<file path="src/rtl/hazard_stall_unit_pkg.sv">
// hazard_stall_unit_pkg: shared cpu pipeline definitions (register width, NOP, stall FSM states)
package hazard_stall_unit_pkg;
    localparam int REG_W = 5;
    localparam int INSTR_W = 32;
    localparam logic [INSTR_W-1:0] NOP = 32'h0000_0013;
    typedef enum logic {RUN, MEM_WAIT} stallState_t;
endpackage

</file>
<file path="src/rtl/hazard_compare.sv">
// hazard_compare: load-use match of one ID source register against the load in EX
module hazard_compare
    import hazard_stall_unit_pkg::*;
(
    input  logic [REG_W-1:0] srcReg,
    input  logic             srcUsed,
    input  logic [REG_W-1:0] exDest,
    input  logic             exLoad,
    output logic             match
);
    // r0 is hardwired zero, so a load targeting it never creates a dependency
    assign match = exLoad & srcUsed & (|exDest) & (srcReg == exDest);
endmodule

</file>
<file path="src/rtl/hazard_stall_unit.sv">
// hazard_stall_unit: stall/bubble/flush control for load-use, slow memory and taken branches,
// with a saturating count of PC-stall cycles.
module hazard_stall_unit
    import hazard_stall_unit_pkg::*;
#(
    parameter int MEM_TIMEOUT = 64,
    parameter int CNT_W       = 16
) (
    input  logic             clk,
    input  logic             reset,
    input  logic [REG_W-1:0] ID_rA,
    input  logic [REG_W-1:0] ID_rB,
    input  logic             ID_useA,
    input  logic             ID_useB,
    input  logic [REG_W-1:0] ID_EX_rD,
    input  logic             ID_EX_memRd,
    input  logic             ID_EX_wrEn,
    input  logic             EX_MEM_memReq,
    input  logic             mem_ready,
    input  logic             branch_taken,
    output logic             PC_stall,
    output logic             IF_ID_stall,
    output logic             ID_EX_bubble,
    output logic             EX_MEM_stall,
    output logic             MEM_WB_bubble,
    output logic             IF_ID_flush,
    output logic             mem_timeout,
    output logic [CNT_W-1:0] stall_cycles
);
    localparam int WAIT_W = $clog2(MEM_TIMEOUT);
    localparam logic [WAIT_W-1:0] WAIT_LAST = WAIT_W'(MEM_TIMEOUT - 1);

    stallState_t state, stateNext;
    logic [WAIT_W-1:0] waitCnt, waitNext;
    logic luA, luB, lu, memw, freeze, timeoutHit;

    hazard_compare cmpA (.srcReg(ID_rA), .srcUsed(ID_useA), .exDest(ID_EX_rD),
                         .exLoad(ID_EX_memRd & ID_EX_wrEn), .match(luA));
    hazard_compare cmpB (.srcReg(ID_rB), .srcUsed(ID_useB), .exDest(ID_EX_rD),
                         .exLoad(ID_EX_memRd & ID_EX_wrEn), .match(luB));

    assign lu   = luA | luB;
    assign memw = EX_MEM_memReq & ~mem_ready;

    // A withdrawn request in MEM_WAIT falls into the release branch with no timeout pulse
    always_comb begin
        stateNext  = state;
        waitNext   = waitCnt;
        freeze     = 1'b0;
        timeoutHit = 1'b0;
        if (state == RUN) begin
            if (memw) begin
                freeze    = 1'b1;
                stateNext = MEM_WAIT;
                waitNext  = WAIT_W'(1);
            end
        end else if (memw) begin
            freeze = 1'b1;
            if (waitCnt == WAIT_LAST) begin
                timeoutHit = 1'b1;
                stateNext  = RUN;
                waitNext   = '0;
            end else begin
                waitNext = waitCnt + 1'b1;
            end
        end else begin
            stateNext = RUN;
            waitNext  = '0;
        end
    end

    // Gating with reset drops every control the moment reset asserts
    assign PC_stall      = reset & (freeze | lu);
    assign IF_ID_stall   = reset & (freeze | lu);
    assign ID_EX_bubble  = reset & ~freeze & lu;
    assign EX_MEM_stall  = reset & freeze;
    assign MEM_WB_bubble = reset & freeze;
    assign IF_ID_flush   = reset & ~freeze & ~lu & branch_taken;
    assign mem_timeout   = reset & timeoutHit;

    always_ff @(posedge clk or negedge reset) begin
        if (!reset) begin
            state        <= RUN;
            waitCnt      <= '0;
            stall_cycles <= '0;
        end else begin
            state   <= stateNext;
            waitCnt <= waitNext;
            if (PC_stall && !(&stall_cycles)) stall_cycles <= stall_cycles + 1'b1;
        end
    end
endmodule
</file>
<file path="config.mk">
export PLATFORM = sky130hd
export DESIGN_NAME = hazard_stall_unit
export DESIGN_NICKNAME = d
export VERILOG_FILES = /design/src/rtl/hazard_stall_unit_pkg.sv /design/src/rtl/hazard_compare.sv /design/src/rtl/hazard_stall_unit.sv
export SDC_FILE = /design/constraint.sdc
export NUM_CORES = 1
export LEC_CHECK = 0
export ABC_AREA = 0
export BUFFER_PORTS_ARGS = -buffer_cell sky130_fd_sc_hd__clkbuf_2
export CORE_MARGIN = 5
export CORE_UTILIZATION = 45
export CTS_CLUSTER_DIAMETER = 80
export DETAILED_ROUTE_END_ITERATION = 8
export GPL_TIMING_DRIVEN = 1
export PLACE_DENSITY = 0.73
export SETUP_SLACK_MARGIN = 0.05
export SLEW_MARGIN = 10
export SYNTH_ARGS = -nofsm -noshare
export SYNTH_HDL_FRONTEND = slang
export SYNTH_SLANG_ARGS = --single-unit
</file>
<file path="constraint.sdc">
create_clock -name clk -period 2.3 [get_ports clk]
set_input_delay 0.345 -clock clk [delete_from_list [all_inputs] [get_ports clk]]
set_output_delay 0.345 -clock clk [all_outputs]
set_load 0.03 [all_outputs]
</file>
==> run summary, run 1 <==
Yosys cell types -> 33
Die height -> 64.57 um
Final setup TNS -> 0 ps
Slew headroom -> 0.7356
Largest net degree at the start of global routing -> 18
Total number of vias -> 1231
Final ANT Viol Nets -> 0
H-tree depth -> 1
Clk_lat worst skew -> 320 ps
Hold/Removal Path Class -> in2reg
Post-Syn Nets -> 164
Core area -> 2805 um2
Crit Path Class -> in2out
Die footprint -> 4169 um2
DRC -> 0
Post-synth ARST share -> 1.000
Row count -> 19
PwrDens -> 606.9 nW/um2
Worst setup SP type -> input pin
Share of post-route cells with drive strength above 1 -> 0.3048
Max Cap Viol -> 0
Slew at the pin closest to its max-slew limit -> 395.9 ps
1st-iter DRT viols -> 51
Final Hold Vio Count -> 0
First-pass GRT wire length -> 5.361 mm
Synth top area share -> 0.4295
Num CTS Buffers -> 3
RSZ-0062 raised after global routing -> false
TritonCTS Sinks -> 23
Iteration count of the initial detailed-routing pass -> 4
Vias per cell -> 5.647
Outcome -> finished, final reports clean
Register clock-pin slew on the reported worst setup and hold paths -> 130 ps
Synthesized area -> 1340 um2
Leak -> 0.8225 nW
I/O Buffers -> 46
Layout area overhead -> 22.50%
Post_cts resized -> 0
Crit end category -> output pin
Die span in x -> 64.57 um
Fmax -> 0.4780 GHz
Gr ovfl total -> 0
Wire length per cell -> 14.76 um
Worst path required time -> 1960 ps
Syn Area/Cell -> 9.710 um2
CP Max Fanout -> 4
Mapped Cells -> 138
Seq cells post-synth -> 23
Nets -> 214
Clock skew -> 9.347 ps
Synth Warn # -> 0
Vias in the first global route -> 1227
Starting Density -> 0.4777
Hpwl dp -> 2.490 mm
GRT Total Usage -> 0.1584
Leading post-synthesis cells by cell area -> dfrtp_1 43%, xnor2_1 14%, nand4_1 5.6%, and3_1 5.1%, nand2_1 3.1%
Final setup fails -> 0
Fin crit period -> 2092 ps
Diode count -> 0
GPL Wtd Cong -> 0.8338
EDFF count, synth -> 0
Tcrit/Tclk final -> 0.9097
Peak supply drop -> 0.2559 mV
# IOs -> 47
Sequential fraction of the synthesis area -> 0.4295
Hold slack -> 377.2 ps
Root Buffer -> clkbuf_4
TritonCTS clock tree -> yes
Max Slew Vio Count -> 0
Initial antenna violation count -> 0
Top_reg_cell synth -> dfrtp_1
CP Data Arrival Time -> 1750 ps
Routed wire length -> 3.217 mm
Buffer depth of the longest clock path -> 2
Synth area leader -> dfrtp_1
## state kept, by name, indices dropped and copies added, names as in the netlist
register      flops
waitCnt           6
stall_cycles     16
state             1
## layout make-up
class,instances,area [um2]
fill,251,1164
multi-input combinational,107,725.7
sequential,23,575.6
timing repair buffer,50,262.8
tap,31,38.79
clock buffer,3,22.52
inverter,3,11.26
clock inverter,1,5.005
## cell usage after synthesis, drive strengths merged (3+ instances only)
cell type,n
and2,3
and3,12
and4,4
buf,3
dfrtp,23
inv,3
nand2,11
nand3,8
nand4,12
nor2,7
o21ai,5
xnor2,21
xor2,3
## critical path, stage by stage
cell	delay [ps]
clkbuf_2	110
or3_1	370
o311a_1	310
a21o_1	200
and2_1	200
clkbuf_2	200
## metrics by stage
step / total power [mW] / instances / utilization / cell area (um2) / setup WS (ps)
2_1_floorplan: 0.6991 / 138 / - / 1340 / 227.6
6_report: 0.9962 / 218 / 0.5852 / 1642 / 207.8
5_1_grt: 1.040 / 218 / 0.5852 / 1642 / 142.5
3_3_place_gp: 0.7942 / 213 / 0.5718 / 1604 / 216.0
4_1_cts: 1.004 / 218 / 0.5852 / 1642 / 196.2
3_5_place_dp: 0.8103 / 213 / 0.5718 / 1604 / 196.3
## worst paths after layout
kind / startpoint / to / slack (ps) / cells after the start
worst max-delay path: ID_EX_rD[1] / IF_ID_stall / 210 / 6
worst min-delay path: EX_MEM_memReq / state$_DFF_PN0_ / 380 / 3
worst max register to register: stall_cycles[7]$_DFFE_PN0P_ / stall_cycles[9]$_DFFE_PN0P_ / 370 / 6
worst min register to register: waitCnt[5]$_DFFE_PN0P_ / waitCnt[5]$_DFFE_PN0P_ / 500 / 1
max in group asynchronous: reset / stall_cycles[9]$_DFFE_PN0P_ / 1440 / 3
min in group asynchronous: reset / stall_cycles[6]$_DFFE_PN0P_ / 400 / 2
## where the power goes
group | leakage (nW) | total, mW | switching, mW | internal, mW
Combinational | 0.495 | 0.301 | 0.183 | 0.118
Sequential | 0.310 | 0.502 | 0.0551 | 0.447
Clock | 0.0177 | 0.193 | 0.128 | 0.0652
## layout by cell type, fill, tap and decap left out, types with 4 or more instances in the layout
cell type  Yosys  layout
clkbuf_2       0      46
dfrtp_1       23      23
xnor2_1       21      21
nand4_1       12      12
nand2_1       11      11
and3_1        11      11
nand3_1        8       8
nor2_1         7       7
o21ai_0        5       5
and4_1         4       4
## cell families (layout without fill, tap and decap cells)
kind of cell | Yosys count | in the layout | share of synthesized area
simple gates | 62 | 62 | 0.2577
xor+xnor | 24 | 24 | 0.1569
compound gates | 17 | 17 | 0.08870
fa+ha+maj | 2 | 2 | 0.01867
mux | 2 | 2 | 0.01960
flops | 23 | 23 | 0.4295
buf+inv | 8 | 57 | 0.02894
## what timing repair did
item                                   CTS  global route
endpoints found under the hold margin    2             0
hold buffers                             1             0
buffers inserted                         0             0
## routing by layer
layer  track usage  routed length [um]  vias to the layer above  share of wire
li1              -                   -                      596              -
met1        0.1991                1467                      585           0.46
met2        0.2680                1475                       45           0.46
met3       0.03109                 227                        5          0.071
met4       0.06332                  46                        0          0.014
met5             0                   0                        -              0
Power figures use the tool's default switching activity.
==> run 2: changes to the inputs <==
Settings changed: RECOVER_POWER set to 25, TNS_END_PERCENT set to 100.
==> run 2 against run 1 <==
Net effect:
- clock skew hardly changed
- fmax shrank 0.10%
- register-to-register slack got worse by 40 ps
- utilization fell by 0.13 points
- highest routed layer unchanged
==> run summary, run 2 (same netlist as run 1, synthesis figures left out) <==
Clock skew -> 9.153 ps
Core area -> 2805 um2
Layout area overhead -> 22.22%
Starting Density -> 0.4777
1st-iter DRT viols -> 47
Most common cell after layout, fill and taps aside -> clkbuf_2
Gr ovfl total -> 0
Cells on worst reg2reg path -> 6
Dpl cells -> 213
Die height -> 64.57 um
Fmax -> 0.4775 GHz
Num CTS Buffers -> 3
PwrDens -> 607.9 nW/um2
Worst setup SP type -> input pin
GRT Total Usage -> 0.1584
Max Cap Viol -> 0
Largest net degree at the start of global routing -> 18
Met2 usage -> 0.2680
Final setup fails -> 0
Hold slack -> 382.7 ps
Initial antenna violation count -> 0
Beginning of the worst register-to-register path -> stall_cycles[7]$_DFFE_PN0P_
GR Util met1 -> 0.1991
Wire length per cell -> 14.82 um
Fin crit period -> 2094 ps
Die footprint -> 4169 um2
Post-CTS Setup Bufs -> 0
Reg-to-reg endpoint -> stall_cycles[9]$_DFFE_PN0P_
Peak supply drop -> 0.2559 mV
Commonest non-fill, non-tap cells in the layout -> 46 x clkbuf_2, 23 x dfrtp_1, 21 x xnor2_1
I/O Buffers -> 46
TritonCTS clock tree -> yes
Max FFs per register -> 16
GPL Wtd Cong -> 0.8338
Most Crowded Layer GR -> met2
Crit Path Class -> in2out
Crit end category -> output pin
Met3 usage -> 0.03109
Final ANT Viol Nets -> 0
TritonCTS Sinks -> 23
Fillers -> 253
DRC -> 0
Nets -> 214
Row count -> 19
Final Hold Vio Count -> 0
CP Max Fanout -> 4
Final Core Density -> 0.5839
Clk_lat worst skew -> 320 ps
Hold/Removal Path Class -> in2reg
Buffer depth of the longest clock path -> 2
Tcrit/Tclk final -> 0.9106
Vias in the first global route -> 1227
Biggest regs -> stall_cycles: 16 flops, waitCnt: 6 flops, state: 1 flops
Outcome -> finished, final reports clean
Iteration count of the initial detailed-routing pass -> 4
Register clock-pin slew on the reported worst setup and hold paths -> 130 ps
Share of post-route cells with drive strength above 1 -> 0.2995
Design Area, Final -> 1638 um2
Vias per cell -> 5.642
Die span in x -> 64.57 um
Routed wire length -> 3.230 mm
Final setup TNS -> 0 ps
Diode count -> 0
# IOs -> 47
Max Slew Vio Count -> 0
Placed inst area -> 1604 um2
Hpwl dp -> 2.490 mm
Crit path launch -> ID_EX_rD[1]
Crit path to -> IF_ID_stall
Slew headroom -> 0.5041
Slew at the pin closest to its max-slew limit -> 743.8 ps
Root Buffer -> clkbuf_4
H-tree depth -> 1
RSZ-0062 raised after global routing -> false
Fin cells -> 218
CP Data Arrival Time -> 1750 ps
Total number of vias -> 1230
Leak -> 0.8188 nW
First-pass GRT wire length -> 5.361 mm
Worst path required time -> 1960 ps
Reg-to-reg slack, setup -> 330 ps
Most flops, register -> stall_cycles
==> run 2: how the worst min path moves through the flow <==
stage | depth (start not counted) | end | slack [ps] | start
3_5_place_dp | 1 | stall_cycles[6]$_DFFE_PN0P_ | 220 | reset
4_1_cts | 3 | state$_DFF_PN0_ | 370 | EX_MEM_memReq
2_1_floorplan | 0 | stall_cycles[0]$_DFFE_PN0P_ | 50 | reset
3_3_place_gp | 1 | stall_cycles[6]$_DFFE_PN0P_ | 210 | reset
5_1_grt | 2 | stall_cycles[6]$_DFFE_PN0P_ | 420 | reset
6_report | 3 | state$_DFF_PN0_ | 380 | EX_MEM_memReq
==> run 2: area by class of cell <==
class	instances	area [um2]	area share
clock buffers	3	22.52	0.01375
clock inverters	1	5.005	0.003056
inverters	3	11.26	0.006875
multi-input cells	107	725.7	0.4431
flip-flops and latches	23	575.6	0.3514
well taps	31	38.79	0.02368
repair buffers	50	259.0	0.1581
==> run 2: repair_timing <==
item                                   4_1_cts  5_1_grt
resized for setup                            0        0
hold buffers                                 1        0
endpoints found under the hold margin        2        0
setup endpoints to repair                    0        0
==> run 2: layer usage <==
| layer | share of wire | wire length [um] | up-vias |
|---|---|---|---|
| li1 | - | - | 596 |
| met1 | 0.46 | 1486 | 584 |
| met2 | 0.45 | 1465 | 45 |
| met3 | 0.071 | 229 | 5 |
| met4 | 0.015 | 47 | 0 |
| met5 | 0 | 0 | - |
==> run 2: worst max-delay path, stage by stage <==
cell	delay, ps
clkbuf_2	110
or3_1	370
o311a_1	310
a21o_1	200
and2_1	210
clkbuf_2	200
==> run 2: stage by stage <==
stage / total power [mW] / worst slack, ps
2_1_floorplan: 0.6991 / 227.6
3_3_place_gp: 0.7942 / 216.0
3_5_place_dp: 0.8103 / 196.3
4_1_cts: 1.004 / 196.2
5_1_grt: 1.039 / 142.5
6_report: 0.9956 / 205.6
==> run 2: power by group <==
| group | switching (mW) | internal [mW] | total [mW] |
|---|---|---|---|
| logic | 0.184 | 0.117 | 0.301 |
| clock network | 0.128 | 0.0652 | 0.193 |
| registers | 0.0551 | 0.447 | 0.502 |
==> run 3: changes to the inputs <==
==> constraint.sdc (replaced) <==
create_clock -name clk -period 2.3 [get_ports clk]
set_input_delay 0.575 -clock clk [delete_from_list [all_inputs] [get_ports clk]]
set_output_delay 0.575 -clock clk [all_outputs]
set_load 0.03 [all_outputs]
==> run 3 against run 2 <==
Net effect:
- the flow now finishes with violations (setup timing)
- setup slack got worse by 290 ps
- fmax fell by 12%
- clock skew decreased by 4.5 ps
==> run summary, run 3 (same netlist as run 1, synthesis figures left out) <==
Outcome -> finished with violations
Failing checks -> setup timing
Vias in the first global route -> 1346
Total number of vias -> 1252
Share of post-route cells with drive strength above 1 -> 0.3194
Fin cells -> 222
Crit Path Class -> in2out
Hold slack -> 502.0 ps
Gr ovfl total -> 0
Largest net degree at the start of global routing -> 17
Core area -> 2805 um2
Commonest non-fill, non-tap cells in the layout -> 38 x clkbuf_2, 23 x dfrtp_1, 21 x xnor2_1
P_sw -> 0.3618 mW
Starting Density -> 0.4777
Most common cell after layout, fill and taps aside -> clkbuf_2
Peak supply drop -> 0.2576 mV
Slew headroom -> 0.4906
Diode count -> 0
Beginning of the worst register-to-register path -> stall_cycles[7]$_DFFE_PN0P_
HP Start -> waitCnt[5]$_DFFE_PN0P_
Sw Share -> 0.3607
Iteration count of the initial detailed-routing pass -> 4
First-pass GRT wire length -> 5.830 mm
Final setup TNS -> -210.4 ps
Register clock-pin slew on the reported worst setup and hold paths -> 120 ps
Wire length per cell -> 15.05 um
Clock skew -> 4.700 ps
Die span in x -> 64.57 um
Fmax -> 0.4185 GHz
Final setup fails -> 3
Hpwl dp -> 2.584 mm
DRC -> 0
Crit-path slowest cell -> or3_4
Layout area overhead -> 28.29%
Int Power -> 0.6414 mW
CP Data Arrival Time -> 1810 ps
Max incr delay on CP -> 360 ps
CP Max Fanout -> 3
Seq pwr share -> 0.500
Hold buffers post-CTS -> 0
RSZ-0062 raised after global routing -> true
Worst setup SP type -> input pin
Max FFs per register -> 16
Max Slew Vio Count -> 0
Root Buffer -> clkbuf_4
GPL Wtd Cong -> 0.8598
Final ANT Viol Nets -> 0
Logic pwr share -> 0.309
Final Hold Vio Count -> 0
Leak -> 0.8398 nW
GRT Total Usage -> 0.1735
Most flops, register -> stall_cycles
TritonCTS Sinks -> 23
Slew at the pin closest to its max-slew limit -> 764.1 ps
Crit path launch -> ID_EX_rD[1]
Fraction of power consumed by the clock network -> 0.191
# IOs -> 47
PwrDens -> 583.6 nW/um2
Crit end category -> output pin
Critical path cell sequence -> buf_6 > or3_4 > o311a_1 > a21o_1 > and2_4 > buf_8
H-tree depth -> 1
Delay-heaviest family, CP -> simple AND/OR/NAND/NOR gates
Row count -> 19
Hold/Removal Path Class -> reg2reg
Initial antenna violation count -> 0
Post-route total power -> 1.003 mW
Die footprint -> 4169 um2
Dpl cells -> 218
Final Core Density -> 0.6128
Nets -> 218
Post-CTS Setup Bufs -> 0
Biggest regs -> stall_cycles: 16 flops, waitCnt: 6 flops, state: 1 flops
Tcrit/Tclk final -> 1.039
I/O Buffers -> 46
Fin crit period -> 2389 ps
Buf/Inv on CP -> 2
Die height -> 64.57 um
Num CTS Buffers -> 3
Vias per cell -> 5.640
Buffer depth of the longest clock path -> 2
Routed wire length -> 3.340 mm
1st-iter DRT viols -> 45
TritonCTS clock tree -> yes
Final worst slack -> -89.25 ps
Max Cap Viol -> 0
Clk_lat worst skew -> 310 ps
Worst path required time -> 1730 ps
## run 3: changes by cell type in the layout (fill, tap and decap cells not counted), moves of 2 or more
cell / change
buf_4: +3
buf_6: +2
clkbuf_4: +2
buf_8: +2
clkbuf_2: -8
clkbuf_1: +4
## run 3: per-layer routing
layer / vias to the layer above / routed length, um / GRT usage
met5: - / 0 / 0
li1: 608 / - / -
met2: 42 / 1575 / 0.3003
met4: 0 / 37 / 0.07388
met1: 598 / 1448 / 0.2059
met3: 4 / 278 / 0.04145
## run 3: path summary, 6_finish.rpt
check	slack (ps)	depth (start not counted)	to
min in group asynchronous	510	2	waitCnt[0]$_DFFE_PN0P_
max	-90	6	IF_ID_stall
min	500	1	waitCnt[5]$_DFFE_PN0P_
max in group asynchronous	1190	2	state$_DFF_PN0_
min reg2reg	500	1	waitCnt[5]$_DFFE_PN0P_
max reg2reg	360	6	stall_cycles[9]$_DFFE_PN0P_
## run 3: timing repair
| action | CTS | global route |
|---|---|---|
| gates resized for setup | 7 | 12 |
| pin swaps | 1 | 0 |
| cloned | 0 | 0 |
| setup endpoints to repair | 4 | 5 |
## run 3: layout make-up
type | count | area [um2]
Clock buffer | 4 | 26.28
Inverter | 3 | 11.26
Fill cell | 255 | 1086
Sequential cell | 23 | 575.6
Timing Repair Buffer | 54 | 324.1
Tap cell | 31 | 38.79
Multi-Input combinational cell | 107 | 743.2
## run 3: through the flow
stage	setup WS (ps)	cell area [um2]
2_1_floorplan	-58.17	1346
3_3_place_gp	-123.3	1644
3_5_place_dp	-120.4	1644
4_1_cts	-107.2	1699
5_1_grt	-121.0	1719
6_report	-89.25	1719
## run 3: power by group through the flow
| stage | registers [mW] | logic, mW | clock network [mW] |
|---|---|---|---|
| 2_1_floorplan | 0.575 | 0.125 | 0 |
| 3_3_place_gp | 0.503 | 0.299 | 0 |
| 3_5_place_dp | 0.508 | 0.307 | 0 |
| 4_1_cts | 0.500 | 0.312 | 0.195 |
| 5_1_grt | 0.510 | 0.340 | 0.218 |
| 6_report | 0.502 | 0.310 | 0.192 |
